[config.mk]
export PLATFORM = sky130hd
export DESIGN_NAME = packet_demux
export DESIGN_NICKNAME = d
export VERILOG_FILES = /design/src/rtl/packet_demux_pkg.sv /design/src/rtl/pkt_counter.sv /design/src/rtl/packet_demux.sv
export SDC_FILE = /design/constraint.sdc
export NUM_CORES = 1
export LEC_CHECK = 0
export CAP_MARGIN = 10
export CORE_AREA = 2 2 517 519
export DETAILED_ROUTE_END_ITERATION = 12
export DIE_AREA = 0 0 519 521
export PLACE_DENSITY = 0.31
export RECOVER_POWER = 100
export SYNTH_ARGS = -nofsm -noshare
export SYNTH_HDL_FRONTEND = slang
export SYNTH_HIERARCHICAL = 1
export SYNTH_SLANG_ARGS = --single-unit
[constraint.sdc]
create_clock -name axi_aclk -period 2.88 [get_ports axi_aclk]
set_input_delay 0.576 -clock axi_aclk [delete_from_list [all_inputs] [get_ports axi_aclk]]
set_output_delay 0.576 -clock axi_aclk [all_outputs]
set_load 0.01 [all_outputs]
[src/rtl/packet_demux_pkg.sv]
// Shared definitions for the packet demultiplexer: default stream widths,
// the completed-packet counter width and the routing FSM state encoding.
package packet_demux_pkg;

    localparam int unsigned DefDataWidth  = 256;
    localparam int unsigned DefTuserWidth = 128;
    localparam int unsigned DefSelBit     = 24;
    localparam int unsigned CntWidth      = 32;

    // IDLE = 0, PKT0 = 1, PKT1 = 2
    typedef enum logic [1:0] {
        StIdle = 2'd0,
        StPkt0 = 2'd1,
        StPkt1 = 2'd2
    } demux_state_e;

    // Locked-route state entered after the first beat of a multi-beat packet.
    function automatic demux_state_e first_beat_state(input logic sel1);
        return sel1 ? StPkt1 : StPkt0;
    endfunction

endpackage

[src/rtl/pkt_counter.sv]
// Free-running completed-packet counter with enable and asynchronous clear.
// Wraps from all-ones back to zero.
module pkt_counter
    import packet_demux_pkg::*;
#(
    parameter int unsigned Width = CntWidth
) (
    input  logic             clk_i,
    input  logic             clr_i,
    input  logic             en_i,
    output logic [Width-1:0] cnt_o
);

    logic [Width-1:0] cnt_q;

    // Count enabled events; the clear wins and acts immediately.
    always_ff @(posedge clk_i or posedge clr_i) begin
        if (clr_i) begin
            cnt_q <= '0;
        end else if (en_i) begin
            cnt_q <= cnt_q + 1'b1;
        end
    end

    assign cnt_o = cnt_q;

endmodule

[src/rtl/packet_demux.sv]
// One-to-two AXI-Stream packet demultiplexer.
// The first beat of each packet picks the output from s_axis_tuser[SEL_BIT];
// the remaining beats follow the same output regardless of tuser. Data,
// strobe, user and last pass through combinationally; only tvalid/tready are
// steered.
// Build option: define PACKET_DEMUX_COUNTERS_EN to implement pkt_cnt_0/1;
// otherwise both counts read as zero and no counter flops exist.
module packet_demux
    import packet_demux_pkg::*;
#(
    parameter int unsigned C_AXIS_DATA_WIDTH  = DefDataWidth,
    parameter int unsigned C_AXIS_TUSER_WIDTH = DefTuserWidth,
    parameter int unsigned SEL_BIT            = DefSelBit
) (
    input  logic                            axi_aclk,
    input  logic                            axi_reset,

    input  logic [C_AXIS_DATA_WIDTH-1:0]    s_axis_tdata,
    input  logic [C_AXIS_DATA_WIDTH/8-1:0]  s_axis_tstrb,
    input  logic [C_AXIS_TUSER_WIDTH-1:0]   s_axis_tuser,
    input  logic                            s_axis_tvalid,
    input  logic                            s_axis_tlast,
    output logic                            s_axis_tready,

    output logic [C_AXIS_DATA_WIDTH-1:0]    m_axis_tdata_0,
    output logic [C_AXIS_DATA_WIDTH/8-1:0]  m_axis_tstrb_0,
    output logic [C_AXIS_TUSER_WIDTH-1:0]   m_axis_tuser_0,
    output logic                            m_axis_tvalid_0,
    output logic                            m_axis_tlast_0,
    input  logic                            m_axis_tready_0,

    output logic [C_AXIS_DATA_WIDTH-1:0]    m_axis_tdata_1,
    output logic [C_AXIS_DATA_WIDTH/8-1:0]  m_axis_tstrb_1,
    output logic [C_AXIS_TUSER_WIDTH-1:0]   m_axis_tuser_1,
    output logic                            m_axis_tvalid_1,
    output logic                            m_axis_tlast_1,
    input  logic                            m_axis_tready_1,

    output logic [CntWidth-1:0]             pkt_cnt_0,
    output logic [CntWidth-1:0]             pkt_cnt_1
);

    demux_state_e state_q;
    logic         route1;
    logic         hs;

    // Current route: live tuser bit on a first beat, locked while mid-packet.
    always_comb begin
        route1 = 1'b0;
        unique case (state_q)
            StIdle:  route1 = s_axis_tuser[SEL_BIT];
            StPkt0:  route1 = 1'b0;
            StPkt1:  route1 = 1'b1;
            default: route1 = 1'b0;
        endcase
    end

    // Payload is shared by both outputs; only valid/ready are steered.
    // Reset gates valid and ready so nothing transfers while it is held.
    always_comb begin
        m_axis_tdata_0  = s_axis_tdata;
        m_axis_tstrb_0  = s_axis_tstrb;
        m_axis_tuser_0  = s_axis_tuser;
        m_axis_tlast_0  = s_axis_tlast;
        m_axis_tdata_1  = s_axis_tdata;
        m_axis_tstrb_1  = s_axis_tstrb;
        m_axis_tuser_1  = s_axis_tuser;
        m_axis_tlast_1  = s_axis_tlast;
        m_axis_tvalid_0 = ~axi_reset & s_axis_tvalid & ~route1;
        m_axis_tvalid_1 = ~axi_reset & s_axis_tvalid & route1;
        s_axis_tready   = ~axi_reset & (route1 ? m_axis_tready_1 : m_axis_tready_0);
    end

    assign hs = s_axis_tvalid & s_axis_tready;

    // Routing FSM: lock on a non-last first beat, release on the last beat.
    always_ff @(posedge axi_aclk or posedge axi_reset) begin
        if (axi_reset) begin
            state_q <= StIdle;
        end else if (hs) begin
            if (s_axis_tlast) begin
                state_q <= StIdle;
            end else if (state_q == StIdle) begin
                state_q <= first_beat_state(route1);
            end
        end
    end

`ifdef PACKET_DEMUX_COUNTERS_EN
    logic inc_0;
    logic inc_1;

    // A last-beat handshake goes to exactly one output, so at most one
    // counter advances per cycle.
    always_comb begin
        inc_0 = hs & s_axis_tlast & ~route1;
        inc_1 = hs & s_axis_tlast & route1;
    end

    pkt_counter #(
        .Width (CntWidth)
    ) u_cnt0 (
        .clk_i (axi_aclk),
        .clr_i (axi_reset),
        .en_i  (inc_0),
        .cnt_o (pkt_cnt_0)
    );

    pkt_counter #(
        .Width (CntWidth)
    ) u_cnt1 (
        .clk_i (axi_aclk),
        .clr_i (axi_reset),
        .en_i  (inc_1),
        .cnt_o (pkt_cnt_1)
    );
`else
    assign pkt_cnt_0 = '0;
    assign pkt_cnt_1 = '0;
`endif

endmodule

==> results.md <==
- The largest registers in the layout are state_q: 2 flops.
- The number of cells produced by synthesis is just over 900.
- The tree is rooted in a clkbuf_16.
- VDD sags by at most 0.000140 V.
- The worst register-to-register path begins at state_q[0]$_DFFE_PP0P_.
- For this design, the slowest cell found on the critical path is dlygate4sd3_1.
- state_q holds more flip-flops than any other register.
- For this run the aggregate overflow at the end of global routing stands at 0.
- TritonCTS built the clock tree.
- Counting the fill cells in the layout gives about 32,000.
- The number of top-level pins is roughly 1,300.
- Clock-pin slew was measured on the worst setup and hold paths at about 0.030 ns.
- The total global-route track usage is around 10%.
- The initialized floorplan defines approximately 190 standard-cell rows.
- The terminating pin of the worst hold path is state_q[1]$_DFFE_PP0P_.
- Buffers inserted to repair hold after CTS numbered 0.
- The share of synthesized area in the top cell type comes to 97.6%.
- Yosys printed 6 warnings.
- The share of cells above drive strength 1 is around 9.1%.
- The count of nets after finishing is around 520.
- The number of nets with antenna violations after routing is 0.
- The via count of the first global-routing pass was 1,981.
- After detailed routing, the total wire length is between 100,000 and 150,000 um.
- Post-CTS timing repair inserted 0 buffers for setup.
- For the final routed database, the setup TNS stands at 0 ns.
- The total clock buffers created by CTS is 3.
- The hold-critical path depth is 2.
- The length in cells of the worst reg-to-reg path is 3.
- The placed instances occupy a cell area of between 4000 and 5000 sq um.
- The total power per unit cell area is around 72 nW/um^2.
- For this run, the register share of the synthesized area comes to less than 1%.
- The die area is around 270,000 sq um.
- The critical path starts at s_axis_tuser[24].
- The signal arrival time at the worst endpoint is between 2 and 2.5 ns.
- The maximum buffer depth of the clock tree is 2.
- 0 antenna diodes ended up in the layout.
- For this run, the top clock speed supported by timing is 376 MHz.
- The mapped netlist covers about 6900 sq um.
- The initial cell density of the core is approximately 2.6%.
- The post-route clock skew is between 0.0015 and 0.002 ns.
- The detailed router placed 2,084 vias in this run.
- The required time of the worst setup path is 2.30 ns.
- In this run the static leakage power is about 0.00037 uW.
- Headroom to the max-slew limit came out at between 50% and 60%.
- The worst setup path category is in2out.
- Setup repair after global routing left no endpoint under its margin.
- The detail-routed net length per standard cell is a little under 40 um.
- A synthesized cell averages around 7.5 sq um.
- The final period utilization is around 92%.
- On the critical path the largest part of the delay comes from buffers and inverters.
- The final RePlAce weighted congestion is 0.661.
- The first detailed-routing pass ran for 4 iterations.
- The synthesis-stage register bit count is 2.
- The clock insertion delay at the later pin of the skew report is 0.22 ns.
- The number of vias per cell after detailed routing is 0.574.
- The type of element capturing the critical path is an output pin.
- Along the worst path, the maximum fanout reaches 5.
- The flip-flop count of the largest register after layout is 2.
- The region available for standard cell placement spans about 260,000 sq um.
- The tool flagged a number of max-cap violations equal to 0.
- The core utilization of the finished layout is between 1.5 and 2%.
- In this run the register-to-register setup slack is a little under 2 ns.
- The signal on the critical path passes through dlygate4sd3_1, dlygate4sd3_1.
- The number of distinct library cells after synthesis is 13.
- The height of the die is roughly 520 um.
- The number of hold-slack violations in the final timing report was 0.
- Counting both buffers and inverters, the worst setup path holds a total of 2.
- Entering global routing, the biggest net connects 6 pins.
- The run finished with clean final reports.
- The first-pass GRT wire length is 149,000 um.
- The DRC violation count after routing is 0.
- The class of the most critical hold timing path is reg2reg.
- The most numerous cell on the critical path is dlygate4sd3_1.
- The number of pins with negative max-slew slack in the final report is 0.
- The library cell with the largest summed area after synthesis is buf_4.
- The horizontal die dimension is around 520 um.
- The area growth from synthesis to layout is -26.9%.
- The number of violations reported at the end of detailed-routing iteration 0 is 83.
- The post-route cell area is ~5000 sq um.
- The worst min-delay path startpoint is state_q[1]$_DFFE_PP0P_.
- For this run, the slowest stage of the critical path takes between 0.8 and 0.9 ns.
- The number of H-tree branching levels is 1.
- The total number of clock tree sinks is 2.
- The worst register-to-register path ends at state_q[1]$_DFFE_PP0P_.
- Yosys attributes the largest share of cell area to buf_4 98%, dfrtp_1 0.72%, mux2i_1 0.29%, o21bai_4 0.27%, a31oi_1 0.18%.
- The number of gates given a new drive strength after cts is 0.
- In this run the tool buffered the top-level ports with 13 buffer cells.
- Setup violations remaining at the end of the flow were counted as 0.
- The final period demand of the worst path is approximately 2.7 ns.
- For the pin with the worst max-slew slack, the measured transition is slightly above 0.6 ns.
- The initial antenna violation count came to 4.
- STA classifies the critical path startpoint as an input port.
cell families (layout without fill, tap and decap cells):
group,count (synthesis),in the layout,synth area share [%]
AO/OA/AOI/OAI,6,6,0.725
multiplexers,2,2,0.290
flip-flops,2,2,0.725
AND/OR/NAND/NOR,6,6,0.489
other,1,64,0.0543
buffers and inverters,900,19,97.7
layer usage:
layer,vias to the layer above,routed length (um),GRT usage [%]
li1,162,-,-
met1,400,3800,0.719
met2,1239,58200,14.7
met3,279,72700,24.2
met4,4,8040,4.67
met5,-,399,1.11
power by group:
| group | internal (uW) | total (uW) | switching, uW |
|---|---|---|---|
| Combinational | 38.6 | 113 | 74.1 |
| Clock | 177 | 209 | 32.5 |
| Sequential | 33.1 | 39.6 | 6.57 |
| Total | 248 | 361 | 113 |
synthesized netlist by cell type:
cell,number
buf_4,898
nor2_1,3
a31oi_1,2
dfrtp_1,2
inv_1,2
mux2i_1,2
o21ai_1,2
a41oi_1,1
and2_2,1
conb_1,1
nand2b_1,1
nor2b_2,1
o21bai_4,1
worst max path at each step:
stage / end / cells past startpoint
6_report: m_axis_tuser_0[24] / 2
5_1_grt: m_axis_tuser_0[24] / 2
4_1_cts: m_axis_tuser_0[24] / 2
3_5_place_dp: m_axis_tuser_0[24] / 2
3_3_place_gp: m_axis_tuser_0[24] / 2
2_1_floorplan: s_axis_tready / 3
cell usage in the layout, fill, tap and decap left out, types with 2 or more instances in the layout:
master,instances
a31oi_1,2
dfrtp_1,2
inv_1,2
clkbuf_1,2
buf_12,3
clkbuf_16,3
clkdlybuf4s50_1,4
o21ai_1,2
conb_1,64
nor2_1,3
mux2i_1,2
dlygate4sd3_1,4
through the flow:
step	setup slack (ns)	power (uW)	cells	hold slack (ns)
2_1_floorplan	1.35	1360	980	0.317
3_3_place_gp	0.222	156	3629	0.609
3_5_place_dp	0.205	157	3629	0.632
4_1_cts	0.205	370	3632	0.635
5_1_grt	0.145	377	3632	0.687
6_report	0.222	361	3632	0.657
final cells by class:
| cell class | count | area [sq um] | share of cell area (%) |
|---|---|---|---|
| clock buffers | 3 | 75.1 | 1.49 |
| well taps | 3533 | 4420 | 87.6 |
| flip-flops and latches | 2 | 50.0 | 0.991 |
| repair buffers | 14 | 153 | 3.02 |
| inverters | 2 | 7.51 | 0.149 |
| multi-input cells | 78 | 343 | 6.79 |
No activity file was read; power rests on OpenSTA's default activity.
